### src/rtl/multicycle_ctrl.sv
// multicycle_ctrl: multicycle RV32I controller FSM with memory handshake and wait timeout.
// Define MC_CTRL_BRANCH_EXT_EN for the full branch set; otherwise only BEQ is legal.
module multicycle_ctrl #(
    parameter int ALUCTRL_W  = 3,
    parameter int WAIT_LIMIT = 0
) (
    input  logic                 clk,
    input  logic                 rst,
    input  logic [6:0]           opcode,
    input  logic [2:0]           funct3,
    input  logic [6:0]           funct7,
    input  logic                 Zero,
    input  logic                 Neg,
    input  logic                 Ovf,
    input  logic                 Carry,
    input  logic                 MemReady,
    output logic                 MemReq,
    output logic                 MemWrite,
    output logic                 AdrSrc,
    output logic                 IRWrite,
    output logic                 PCWrite,
    output logic                 RegWrite,
    output logic [1:0]           ALUSrcA,
    output logic [1:0]           ALUSrcB,
    output logic [1:0]           ResultSrc,
    output logic [1:0]           ImmSrc,
    output logic [ALUCTRL_W-1:0] ALUControl,
    output logic                 Illegal,
    output logic                 MemFault,
    output logic [3:0]           State
);
    typedef enum logic [3:0] {
        FETCH, DECODE, MEMADR, MEMREAD, MEMWB, MEMWRITE,
        EXECR, EXECI, ALUWB, BRANCH, JAL, TRAP
    } st_t;
    typedef struct packed {
        logic                 req, wr, adr, pcw, rw;
        logic [1:0]           a, b, res;
        logic [ALUCTRL_W-1:0] ctl;
    } mo_t;
    localparam int CW = WAIT_LIMIT > 1 ? $clog2(WAIT_LIMIT) : 1;

    st_t state, nxt, ns;
    mo_t m, mn;
    logic [CW-1:0] cnt;
    logic ld, st, rt, it, br, jl, slt_bad, br_bad, memst, tmo, taken, unused;
    logic [ALUCTRL_W-1:0] fop;

    assign ld = opcode == 7'b0000011;
    assign st = opcode == 7'b0100011;
    assign rt = opcode == 7'b0110011;
    assign it = opcode == 7'b0010011;
    assign br = opcode == 7'b1100011;
    assign jl = opcode == 7'b1101111;
    assign slt_bad = ALUCTRL_W < 4 && funct3[2:1] == 2'b01;
`ifdef MC_CTRL_BRANCH_EXT_EN
    assign br_bad = funct3[2:1] == 2'b01;
    // funct3[0] inverts each base condition (BNE, BGE, BGEU)
    assign taken = funct3[2] ? (funct3[1] ? Carry ~^ funct3[0] : Neg ^ Ovf ^ funct3[0])
                             : Zero ^ funct3[0];
    assign unused = ^{funct7[6], funct7[4:0]};
`else
    assign br_bad = funct3 != 3'b000;
    assign taken = Zero;
    assign unused = ^{funct7[6], funct7[4:0], Neg, Ovf, Carry};
`endif

    always_comb begin
        case (funct3)
            3'b000:  fop = ALUCTRL_W'(rt && funct7[5]);
            3'b001:  fop = ALUCTRL_W'(2);
            3'b010:  fop = ALUCTRL_W'(8);
            3'b011:  fop = ALUCTRL_W'(9);
            3'b101:  fop = funct7[5] ? ALUCTRL_W'(3) : ALUCTRL_W'(5);
            default: fop = ALUCTRL_W'(funct3);
        endcase
    end

    assign memst = state == FETCH || state == MEMREAD || state == MEMWRITE;
    // Trap on the cycle the stall count would reach the limit, unless memory answers then
    assign tmo = WAIT_LIMIT != 0 && memst && !MemReady && cnt == CW'(WAIT_LIMIT - 1);

    always_comb begin
        nxt = state;
        case (state)
            FETCH:    nxt = MemReady ? DECODE : tmo ? TRAP : FETCH;
            DECODE:   nxt = ld || st ? MEMADR : rt && !slt_bad ? EXECR : it && !slt_bad ? EXECI
                          : br && !br_bad ? BRANCH : jl ? JAL : TRAP;
            MEMADR:   nxt = ld ? MEMREAD : MEMWRITE;
            MEMREAD:  nxt = MemReady ? MEMWB : tmo ? TRAP : MEMREAD;
            MEMWRITE: nxt = MemReady ? FETCH : tmo ? TRAP : MEMWRITE;
            EXECR, EXECI, JAL:    nxt = ALUWB;
            MEMWB, ALUWB, BRANCH: nxt = FETCH;
            default:  nxt = TRAP;
        endcase
    end

    assign ns = rst ? FETCH : nxt;

    // Moore outputs of the upcoming state, registered alongside it
    always_comb begin
        mn = '0;
        case (ns)
            FETCH:    begin mn.req = 1'b1; mn.b = 2'b10; mn.res = 2'b10; end
            DECODE:   begin mn.a = 2'b01; mn.b = 2'b01; end
            MEMADR:   begin mn.a = 2'b10; mn.b = 2'b01; end
            MEMREAD:  begin mn.req = 1'b1; mn.adr = 1'b1; end
            MEMWRITE: begin mn.req = 1'b1; mn.wr = 1'b1; mn.adr = 1'b1; end
            MEMWB:    begin mn.res = 2'b01; mn.rw = 1'b1; end
            EXECR:    begin mn.a = 2'b10; mn.ctl = fop; end
            EXECI:    begin mn.a = 2'b10; mn.b = 2'b01; mn.ctl = fop; end
            ALUWB:    mn.rw = 1'b1;
            BRANCH:   begin mn.a = 2'b10; mn.ctl = ALUCTRL_W'(1); end
            JAL:      begin mn.a = 2'b01; mn.b = 2'b10; mn.pcw = 1'b1; end
            default:  ;
        endcase
    end

    always_ff @(posedge clk) begin
        m <= mn;
        if (rst) begin
            state <= FETCH;
            cnt <= '0;
            Illegal <= 1'b0;
            MemFault <= 1'b0;
        end else begin
            state <= nxt;
            cnt <= nxt != state ? '0 : cnt + CW'(memst && !MemReady);
            if (nxt == TRAP && state != TRAP) begin
                Illegal <= state == DECODE;
                MemFault <= state != DECODE;
            end
        end
    end

    assign MemReq = m.req && !rst;
    assign MemWrite = m.wr && !rst;
    assign AdrSrc = m.adr;
    assign IRWrite = state == FETCH && MemReady && !rst;
    assign PCWrite = !rst && (m.pcw || (state == FETCH && MemReady) || (state == BRANCH && taken));
    assign RegWrite = m.rw && !rst;
    assign ALUSrcA = m.a;
    assign ALUSrcB = m.b;
    assign ResultSrc = m.res;
    assign ALUControl = m.ctl;
    assign ImmSrc = st ? 2'b01 : br ? 2'b10 : jl ? 2'b11 : 2'b00;
    assign State = state;
endmodule
### config.mk
export PLATFORM = sky130hd
export DESIGN_NAME = multicycle_ctrl
export DESIGN_NICKNAME = d
export VERILOG_FILES = /design/src/rtl/multicycle_ctrl.sv
export SDC_FILE = /design/constraint.sdc
export NUM_CORES = 1
export LEC_CHECK = 0
export CELL_PAD_IN_SITES_DETAIL_PLACEMENT = 0
export CELL_PAD_IN_SITES_GLOBAL_PLACEMENT = 2
export CORE_MARGIN = 3
export CORE_UTILIZATION = 21
export CTS_CLUSTER_SIZE = 12
export DETAILED_ROUTE_END_ITERATION = 8
export PLACE_DENSITY = 0.79
export SLEW_MARGIN = 20
export SYNTH_ARGS = -nofsm -noshare
export SYNTH_HDL_FRONTEND = slang
export SYNTH_SLANG_ARGS = --single-unit
### constraint.sdc
create_clock -name clk -period 4.05 [get_ports clk]
set_input_delay 1.215 -clock clk [delete_from_list [all_inputs] [get_ports clk]]
set_output_delay 1.215 -clock clk [all_outputs]
set_load 0.01 [all_outputs]
==> summary.txt, run 1 <==
Floorplanning
  – Die Wd: 79.6 um
  – Initial core utilization: 22.0%
  – Core area: 5170 um2
  – Die height: 79.6 um
  – Die footprint: 6330 um2
  – Rows: 26
  – # IOs: 47

Run status
  – Outcome: complete, but fails checks
  – Failing checks: setup timing

Power
  – Peak supply drop: 0.203 mV
  – Sw Share: 35.6%
  – Combinational share of power: 58.3%
  – Total power: 0.000966 W
  – Sw power: 0.000344 W
  – Flop pwr share: 29.0%
  – Lkg Pwr: 0.762 nW
  – Clk network pwr share: 12.7%
  – P_int: 0.000622 W
  – Pwr Density: 517 nW/um2

Cells and area
  – Layout Cells excl Fill: 269
  – Nets@finish: 225
  – Final instance area: 1870 um2
  – Ant diodes: 0
  – Layout cells sized above 1: 30.7%
  – P&R area growth vs syn: 64.3%

Logic synthesis
  – Dominant cell type by area after synthesis: dfxtp_1
  – Post-synthesis adder-cell area fraction: 0%
  – Main combinational cell family by area after synthesis: simple AND/OR/NAND/NOR gates
  – Post-synth top area share: 35.2%
  – Post-synthesis sequential area ratio: 35.2%
  – Mux cell area share after synthesis: 0.881%
  – Post-synth EDFFs: 0
  – Mapped Nets: 161
  – Avg Cell Area, Syn: 8.29 um2
  – Syn. warnings: 0
  – Synth async-reset ratio: 0%
  – Top_reg_cell synth: dfxtp_1
  – Post-Synth XOR/XNOR Area: 1.54%
  – Area fraction in compound gates after synthesis: 20.4%
  – Seq cells post-synth: 20
  – Synth Cell Area: 1140 um2
  – Library cells used by synthesis: 48
  – Post-synthesis simple-gate area fraction: 31.4%
  – Synth top area cells: dfxtp_1 (35%), buf_4 (5.9%), nor2_1 (5.0%)
  – Cells after Synth: 137

Drt
  – First-pass iteration count of the detailed router: 4
  – Post-route ant nets: 0
  – Routed length per instance: 11.7 um
  – # DRC: 0
  – Via density: 4.52
  – Post-Route WL: 3140 um
  – DR vias: 1217
  – DR iter-0 viols: 41

Critical path
  – Critical path type: in -> out
  – Critical path startpoint category: primary input
  – R2R depth: 9
  – Critical path arrival: 3.11 ns
  – CP Capture Type: primary output
  – Reg2reg start: State[1]
  – Crit Reg-Reg Endpoint: ALUSrcB[1]
  – CP max FO: 2
  – CP Data Required Time: 2.83 ns
  – Worst reg-to-reg setup slack: 1.64 ns
  – Crit path launch: funct3[1]

Clocking
  – CTS tree: done
  – Total CTS buffers: 3
  – Worst-path clk slew: 0.07 ns
  – Worst-Skew Late Latency: 0.25 ns
  – Clk sinks: 20
  – H-tree levels: 1
  – Buffer levels on the longest clock path: 2
  – Root Buffer: clkbuf_8

Placement
  – Area of placed instances: 1750 um2
  – Dpl cells: 261
  – Detailed Place HPWL: 2410 um
  – Worst slack at placement: -1.11 ns
  – PortBufs: 37
  – Routability cong.: 0.781

Global route
  – Vias in the first global route: 1230
  – Antenna violations before repair: 0
  – GRT Resource Usage Total: 10.3%
  – Largest net degree at the start of global routing: 17
  – Grt ovf: 0
  – First-pass GRT wire length: 5290 um

Worst hold path
  – Hold depth: 2
  – WHS Endpoint: Illegal
  – Worst Hold Class: reg -> reg
  – Hold Path Origin: Illegal

STA
  – Fin. max-slew vios: 0
  – Clock skew: 0.00302 ns
  – Period utilisation layout: 107%
  – Worst-Margin Slew: 0.483 ns
  – Final WS setup: -0.277 ns
  – RSZ-0062 raised after global routing: yes
  – Slew Limit Headroom: 67.6%
  – Final Hold Vio Count: 0
  – Fin Hold WS: 0.494 ns
  – Setup violations, final: 2
  – Final min period: 4.33 ns
  – Fmax: 0.231 GHz

Run
  – Max-cap violation count: 0
==> layer usage <==
| layer | GRT usage [%] | routed length (um) |
|---|---|---|
| met1 | 12.0 | 1400 |
| met2 | 18.6 | 1530 |
| met3 | 2.48 | 176 |
| met4 | 2.58 | 29 |
| met5 | 0 | 0 |
==> how the worst max path moves through the flow <==
stage,endpoint,slack (ns)
final,PCWrite,-0.28
after global routing,PCWrite,-0.33
after CTS,PCWrite,-0.34
after detailed placement,PCWrite,-1.11
after global placement,PCWrite,-1.08
after floorplan,PCWrite,-0.17
==> cells by family after synthesis <==
family	Yosys count
XOR/XNOR	2
AND/OR/NAND/NOR	59
buffers and inverters	21
AO/OA/AOI/OAI	34
multiplexers	1
flip-flops	20
==> power by group through the flow <==
stage | registers (W) | clock network, W | logic, W
after detailed placement | 0.000285 | 0 | 0.000510
final | 0.000280 | 0.000123 | 0.000563
after global placement | 0.000283 | 0 | 0.000506
after floorplan | 0.000272 | 0 | 0.000301
after global routing | 0.000286 | 0.000135 | 0.000610
after CTS | 0.000281 | 0.000126 | 0.000558
==> worst max-delay path, stage by stage <==
cell and delay, ns:
buf_6 0.09, or4b_4 0.53, o31a_1 0.31, or3_4 0.34, or3_4 0.36, a21oi_4 0.15, buf_6 0.11
==> flip-flops by register name, indices dropped and copies added (netlist names) <==
signal      flops
State           4
ALUSrcB         2
Illegal         1
ALUSrcA         2
m               4
ALUControl      3
MemFault        1
ResultSrc       2
AdrSrc          1
==> area by class of cell <==
cell class                 count  area (um2)
clock buffer                   3        41.3
inverter                       5        18.8
fill                         544        3310
sequential                    20         400
multi-input combinational     96         679
tap                           70        87.6
timing repair buffer          75         639
==> through the flow <==
| stage | util (%) | setup TNS (ns) |
|---|---|---|
| 2_1_floorplan | - | -0.269 |
| 5_1_grt | 36.1 | -0.586 |
| 4_1_cts | 35.9 | -0.564 |
| 3_3_place_gp | 33.9 | -2.43 |
| 6_report | 36.1 | -0.462 |
| 3_5_place_dp | 33.9 | -2.51 |
==> repair_timing <==
action,CTS,global route
pin swaps,8,5
setup buffers,5,0
setup endpoints to repair,4,3
resized for setup,40,3
hold buffers,0,0
endpoints found under the hold margin,0,0
==> placed cells by master (no fill, tap or decap), types with 2 or more instances in the layout <==
| cell type | synthesis | routed |
|---|---|---|
| and3b_1 | 2 | 2 |
| o21a_1 | 2 | 2 |
| o21ai_0 | 5 | 5 |
| buf_6 | 1 | 4 |
| clkbuf_8 | 0 | 3 |
| dlygate4sd2_1 | 0 | 7 |
| nand4_1 | 3 | 3 |
| nor3_1 | 5 | 5 |
| nand2_1 | 5 | 5 |
| dfxtp_1 | 20 | 20 |
| a21o_1 | 2 | 2 |
| clkdlybuf4s50_1 | 0 | 23 |
| a21oi_1 | 8 | 8 |
| inv_1 | 4 | 4 |
| a31oi_1 | 2 | 2 |
| buf_2 | 0 | 3 |
| nand3_1 | 4 | 4 |
| nor2_1 | 15 | 14 |
| buf_4 | 9 | 37 |
| nor2b_1 | 4 | 4 |
| or3_4 | 1 | 2 |
| o31ai_1 | 3 | 2 |
| o31a_1 | 2 | 2 |
| nor3b_1 | 3 | 3 |
==> cells in the mapped netlist (3+ instances only) <==
master    number
nand2_1        5
o31ai_1        3
a21oi_1        8
nor3_1         5
clkbuf_1       6
nor3b_1        3
nand3_1        4
o21ai_0        5
buf_4          9
nor2b_1        4
inv_1          4
nand4_1        3
dfxtp_1       20
nor2_1        15
(Power assumes the default switching activity.)
==> run 2: changes to the inputs <==
Settings changed: CORE_MARGIN 3 to not set.
==> run 2 against run 1 <==
Effect of this change:
- the flow still finishes with violations (setup timing)
- clock power barely moved
- register-to-register slack about the same
- die area shrank 9.8%
- non-clock buffer count up 4
- highest routed layer unchanged
==> summary.txt, run 2 (synthesis gave the netlist of run 1 again) <==
Clocking
  – Root Buffer: clkbuf_8 (unchanged)
  – Worst-Skew Late Latency: 0.25 ns (about the same)
  – Worst-path clk slew: 0.07 ns (about the same)
  – Total CTS buffers: 3 (unchanged)
  – Buffer levels on the longest clock path: 2 (unchanged)
  – H-tree levels: 1 (unchanged)
  – Clk sinks: 20 (unchanged)
  – CTS tree: done (unchanged)

Critical path
  – CP Capture Type: primary output (unchanged)
  – Critical-path top delay cell: or4b_4 (unchanged)
  – Critical path startpoint category: primary input (unchanged)
  – Crit-path max cell delay: 0.53 ns (about the same)
  – Critical path arrival: 3.11 ns (about the same)
  – R2R depth: 10 (was 9)
  – Reg2reg start: State[2] (was State[1])
  – CP Data Required Time: 2.83 ns (about the same)
  – Crit Reg-Reg Endpoint: m[13] (was ALUSrcB[1])
  – CP cell instances: buf_6 -> or4b_4 -> o31a_1 -> or3_4 -> or3_4 -> a21oi_4 -> buf_6 (unchanged)
  – Worst reg-to-reg setup slack: 1.63 ns (was 1.64 ns)
  – CP max FO: 2 (unchanged)
  – Critical path type: in -> out (unchanged)

Power
  – P_int: 0.000632 W (was 0.000622 W)
  – Sw power: 0.000347 W (was 0.000344 W)
  – Combinational share of power: 58.4% (was 58.3%)
  – Lkg Pwr: 0.807 nW (was 0.762 nW)
  – Sw Share: 35.4% (was 35.6%)
  – Peak supply drop: 0.191 mV (was 0.203 mV)
  – Pwr Density: 513 nW/um2 (was 517 nW/um2)
  – Flop pwr share: 28.8% (was 29.0%)
  – Clk network pwr share: 12.8% (was 12.7%)

Global route
  – Largest net degree at the start of global routing: 17 (unchanged)
  – Met2 track demand over resource: 20.4% (was 18.6%)
  – GRT Resource Usage Total: 11.8% (was 10.3%)
  – First-pass GRT wire length: 5190 um (was 5290 um)
  – Grt ovf: 0 (unchanged)
  – Met3 usage: 2.51% (was 2.48%)
  – GR peak layer: met2 (unchanged)
  – Vias in the first global route: 1185 (was 1230)
  – Antenna violations before repair: 0 (unchanged)
  – Grt met1 use: 15.1% (was 12.0%)

Floorplanning
  – Core area: 5170 um2 (unchanged)
  – Rows: 26 (unchanged)
  – Die height: 75.6 um (was 79.6 um)
  – Die footprint: 5710 um2 (was 6330 um2)
  – Die Wd: 75.6 um (was 79.6 um)
  – # IOs: 47 (unchanged)
  – Initial core utilization: 22.0% (unchanged)

Cells and area
  – Ant diodes: 0 (unchanged)
  – Commonest non-fill, non-tap cell in the layout: buf_4 (unchanged)
  – Final core occ: 36.9% (was 36.1%)
  – Fillers: 527 (was 544)
  – Nets@finish: 229 (was 225)
  – Layout cells sized above 1: 35.0% (was 30.7%)
  – Most frequent cells in the layout: buf_4 (39), clkdlybuf4s50_1 (23), dfxtp_1 (20) (was buf_4 (37), clkdlybuf4s50_1 (23), dfxtp_1 (20))
  – P&R area growth vs syn: 68.0% (was 64.3%)
  – Layout Cells excl Fill: 273 (was 269)

Placement
  – PortBufs: 37 (unchanged)
  – Dpl cells: 261 (unchanged)
  – Detailed Place HPWL: 2340 um (was 2410 um)
  – Routability cong.: 0.779 (was 0.781)

Drt
  – # DRC: 0 (unchanged)
  – DR iter-0 viols: 71 (was 41)
  – DR vias: 1218 (was 1217)
  – First-pass iteration count of the detailed router: 4 (unchanged)
  – Post-Route WL: 3130 um (was 3140 um)
  – Post-route ant nets: 0 (unchanged)
  – Routed length per instance: 11.5 um (was 11.7 um)
  – Via density: 4.46 (was 4.52)

Run status
  – Outcome: complete, but fails checks (unchanged)
  – Failing checks: setup timing (unchanged)

STA
  – Final WS setup: -0.276 ns (was -0.277 ns)
  – Clock skew: 0.00196 ns (was 0.00302 ns)
  – Setup violations, final: 2 (unchanged)
  – Period utilisation layout: 107% (about the same)
  – Worst-Margin Slew: 0.496 ns (was 0.483 ns)
  – Slew Limit Headroom: 66.8% (was 67.6%)
  – Final Hold Vio Count: 0 (unchanged)
  – RSZ-0062 raised after global routing: yes (unchanged)
  – Final min period: 4.33 ns (about the same)
  – Fmax: 0.231 GHz (about the same)
  – Fin. max-slew vios: 0 (unchanged)

Worst hold path
  – Hold Path Origin: Illegal (unchanged)
  – Hold depth: 2 (unchanged)
  – Worst Hold Class: reg -> reg (unchanged)
  – WHS Endpoint: Illegal (unchanged)

Run
  – Max-cap violation count: 0 (unchanged)
-- run 2: changes by cell type in the layout (fill, tap and decap cells not counted), moves of 2 or more --
cell,delta
dlygate4sd2_1,-4
dlymetal6s2s_1,+2
buf_4,+2
buf_2,+2
o31ai_2,+2
-- run 2: area by class of cell --
type / count / area [um2] / share of cell area (%)
flip-flops and latches: 20 / 400 / 21.0
clock buffers: 3 / 41.3 / 2.16
inverters: 5 / 18.8 / 0.984
well taps: 70 / 87.6 / 4.59
multi-input cells: 96 / 689 / 36.1
repair buffers: 79 / 671 / 35.1
-- run 2: per-layer routing --
layer | vias to the layer above | part of all wire (%) | routed length (um)
li1 | 622 | - | -
met4 | 0 | 0.54 | 17
met3 | 4 | 4.0 | 124
met2 | 29 | 49 | 1540
met5 | - | 0 | 0
met1 | 563 | 46 | 1450
-- run 2: metrics by stage --
step | power, W | hold slack (ns) | instance area, um2 | setup slack, ns | setup TNS, ns
3_5_place_dp | 0.000795 | 0.495 | 1750 | -1.11 | -2.41
3_3_place_gp | 0.000789 | 0.461 | 1750 | -1.08 | -2.33
6_report | 0.000979 | 0.501 | 1910 | -0.276 | -0.466
5_1_grt | 0.00105 | 0.528 | 1910 | -0.331 | -0.610
2_1_floorplan | 0.000573 | 0.493 | 1150 | -0.172 | -0.269
4_1_cts | 0.000976 | 0.506 | 1890 | -0.335 | -0.551
-- run 2: worst max-delay path by stage --
stage / startpoint / end / slack (ns) / cells after the start
finish: funct3[0] / PCWrite / -0.28 / 7
global route: funct3[0] / PCWrite / -0.33 / 7
floorplan: funct3[2] / PCWrite / -0.17 / 6
global placement: funct3[2] / PCWrite / -1.08 / 7
detailed placement: funct3[2] / PCWrite / -1.11 / 7
CTS: funct3[0] / PCWrite / -0.33 / 7
-- run 2: worst max-delay path, delay by kind of cell --
| kind | cells | cell delay (ns) |
|---|---|---|
| AOI/OAI and AO/OA | 2 | 0.46 |
| buffers and inverters | 2 | 0.20 |
| and+or+nand+nor | 3 | 1.23 |
-- run 2: power groups by stage --
stage                     logic (W)  registers [W]  clock network, W
after floorplan            0.000301       0.000272                 0
after global placement     0.000506       0.000283                 0
after detailed placement   0.000510       0.000285                 0
after CTS                  0.000566       0.000280          0.000129
after global routing       0.000625       0.000290          0.000135
final                      0.000572       0.000282          0.000125
-- run 2: timing repair --
item	CTS	global route
resized for setup	46	7
hold buffers	0	0
buffers inserted	8	1
pin swaps	11	8
endpoints found under the setup margin	4	3
==> run 3: changes to the inputs <==
Settings changed: PLACE_DENSITY 0.79 to not set, PLACE_DENSITY_LB_ADDON set to 0.3, SKIP_LAST_GASP set to 1.
==> run 3 against run 2 <==
Effect of this change:
- global-route usage about the same
- register-to-register slack improved by 0.21 ns
- critical path depth is the same
- hold slack worse by 0.019 ns
- cell area decreased by 4.0%
- critical path type unchanged
- die area unchanged
- count of clock-buffer cells in the layout is the same
- sequential share of layout area increased by 0.87 points
- power shrank 3.7%
- combinational power decreased by 5.9%
- clock power about the same
- the flow still finishes with violations (setup timing)
- largest cell class unchanged
==> summary.txt, run 3 (synthesis gave the netlist of run 1 again) <==
Cells and area
  – Ant diodes: 0 (unchanged)
  – Layout cells sized above 1: 28.9% (was 35.0%)
  – Most frequent cells in the layout: buf_4 (33), clkdlybuf4s50_1 (23), dfxtp_1 (20) (was buf_4 (39), clkdlybuf4s50_1 (23), dfxtp_1 (20))
  – Final core occ: 35.4% (was 36.9%)
  – Final instance area: 1830 um2 (was 1910 um2)
  – P&R area growth vs syn: 61.2% (was 68.0%)
  – Layout Cells excl Fill: 264 (was 273)
  – Nets@finish: 220 (was 229)
  – Commonest non-fill, non-tap cell in the layout: buf_4 (unchanged)

Floorplanning
  – Die Wd: 75.6 um (unchanged)
  – Die footprint: 5710 um2 (unchanged)
  – # IOs: 47 (unchanged)
  – Core area: 5170 um2 (unchanged)
  – Initial core utilization: 22.0% (unchanged)
  – Rows: 26 (unchanged)
  – Die height: 75.6 um (unchanged)

Drt
  – DR vias: 1141 (was 1218)
  – Routed length per instance: 11.5 um (about the same)
  – First-pass iteration count of the detailed router: 4 (unchanged)
  – DR iter-0 viols: 69 (was 71)
  – Via density: 4.32 (was 4.46)
  – Post-route ant nets: 0 (unchanged)
  – Post-Route WL: 3050 um (was 3130 um)
  – # DRC: 0 (unchanged)

Global route
  – GRT Resource Usage Total: 11.8% (about the same)
  – First-pass GRT wire length: 5050 um (was 5190 um)
  – Vias in the first global route: 1115 (was 1185)
  – Largest net degree at the start of global routing: 17 (unchanged)
  – Grt ovf: 0 (unchanged)
  – Antenna violations before repair: 0 (unchanged)

Critical path
  – Crit Reg-Reg Endpoint: ALUSrcB[1] (was m[13])
  – Critical path arrival: 3.12 ns (was 3.11 ns)
  – Reg2reg start: State[1] (was State[2])
  – CP max FO: 2 (unchanged)
  – Worst reg-to-reg setup slack: 1.84 ns (was 1.63 ns)
  – CP Capture Type: primary output (unchanged)
  – CP Data Required Time: 2.83 ns (about the same)
  – Critical path type: in -> out (unchanged)
  – R2R depth: 7 (was 10)
  – Critical path startpoint category: primary input (unchanged)

Power
  – P_int: 0.000607 W (was 0.000632 W)
  – Sw Share: 35.7% (was 35.4%)
  – Total power: 0.000943 W (was 0.000979 W)
  – Pwr Density: 515 nW/um2 (was 513 nW/um2)
  – Clk network pwr share: 13.3% (was 12.8%)
  – Combinational share of power: 57.0% (was 58.4%)
  – Lkg Pwr: 0.747 nW (was 0.807 nW)
  – Flop pwr share: 29.7% (was 28.8%)
  – Sw power: 0.000337 W (was 0.000347 W)
  – Peak supply drop: 0.172 mV (was 0.191 mV)

Clocking
  – H-tree levels: 1 (unchanged)
  – CTS tree: done (unchanged)
  – Cts hold-fix bufs: 0 (unchanged)
  – Worst-Skew Late Latency: 0.25 ns (about the same)
  – Total CTS buffers: 3 (unchanged)
  – Clk sinks: 20 (unchanged)
  – Buffer levels on the longest clock path: 2 (unchanged)
  – Worst-path clk slew: 0.06 ns (was 0.07 ns)
  – Root Buffer: clkbuf_8 (unchanged)

STA
  – RSZ-0062 raised after global routing: yes (unchanged)
  – Fmax: 0.231 GHz (about the same)
  – Clock skew: 0.00506 ns (was 0.00196 ns)
  – Fin. max-slew vios: 0 (unchanged)
  – Slew Limit Headroom: 66.1% (was 66.8%)
  – Setup violations, final: 2 (unchanged)
  – Period utilisation layout: 107% (about the same)
  – Final WS setup: -0.285 ns (was -0.276 ns)
  – Final Hold Vio Count: 0 (unchanged)
  – Final min period: 4.34 ns (was 4.33 ns)
  – Worst-Margin Slew: 0.506 ns (was 0.496 ns)

Placement
  – PortBufs: 37 (unchanged)
  – Area of placed instances: 1740 um2 (was 1750 um2)
  – Detailed Place HPWL: 2330 um (was 2340 um)
  – Worst slack at placement: -1.09 ns (was -1.11 ns)
  – Routability cong.: 0.780 (was 0.779)
  – Dpl cells: 259 (was 261)

Worst hold path
  – Worst Hold Class: reg -> reg (unchanged)
  – Hold depth: 2 (unchanged)
  – WHS Endpoint: Illegal (unchanged)
  – Hold Path Origin: Illegal (unchanged)

Run status
  – Failing checks: setup timing (unchanged)
  – Outcome: complete, but fails checks (unchanged)

Run
  – Max-cap violation count: 0 (unchanged)
==> run 3: changes by cell type in the layout (fill, tap and decap cells not counted), sizes merged <==
cell           delta
buf              -10
clkbuf            -1
clkdlybuf4s15     -1
dlygate4sd2       +4
dlymetal6s2s      -1
==> run 3: how the worst max path moves through the flow <==
stage          slack (ns)       to  cells after the start      start
2_1_floorplan       -0.17  PCWrite                      6  funct3[2]
3_3_place_gp        -1.08  PCWrite                      7  funct3[2]
3_5_place_dp        -1.09  PCWrite                      7  funct3[2]
4_1_cts             -0.35  PCWrite                      7  funct3[0]
5_1_grt             -0.34  PCWrite                      7  funct3[1]
6_report            -0.29  PCWrite                      7  funct3[1]
==> run 3: power by group through the flow <==
stage | clock [W] | combinational [W] | sequential, W
2_1_floorplan | 0 | 0.000301 | 0.000272
3_3_place_gp | 0 | 0.000500 | 0.000283
3_5_place_dp | 0 | 0.000499 | 0.000285
4_1_cts | 0.000131 | 0.000515 | 0.000281
5_1_grt | 0.000136 | 0.000589 | 0.000289
6_report | 0.000125 | 0.000538 | 0.000280
==> run 3: through the flow <==
step	TNS, ns	hold WS, ns
after CTS	-0.605	0.486
after floorplan	-0.269	0.493
after global placement	-2.44	0.462
after detailed placement	-2.41	0.473
final	-0.495	0.482
after global routing	-0.623	0.505
==> run 3: final cells by class <==
type / instances / area, um2
well taps: 70 / 87.6
inverters: 5 / 18.8
flip-flops and latches: 20 / 400
fillers: 525 / 3340
clock buffers: 3 / 41.3
multi-input cells: 96 / 683
repair buffers: 70 / 601
==> run 3: repair_timing <==
item | CTS | global route
pin swaps | 6 | 7
endpoints found under the setup margin | 4 | 2
gates resized for setup | 36 | 6
buffers inserted | 1 | 1
==> run 3: critical path, stage by stage <==
cell and delay [ns]:
buf_6 0.09, or4b_4 0.53, o31a_1 0.32, or3_4 0.34, or3_4 0.36, a21oi_4 0.16
buf_6 0.11
==> run 3: metal layers <==
metal | GRT usage (%) | vias up | wire length, um
met5 | 0 | - | 0
met4 | 3.70 | 0 | 32
met3 | 1.59 | 4 | 112
met2 | 19.9 | 27 | 1410
met1 | 15.6 | 507 | 1500
li1 | - | 603 | -
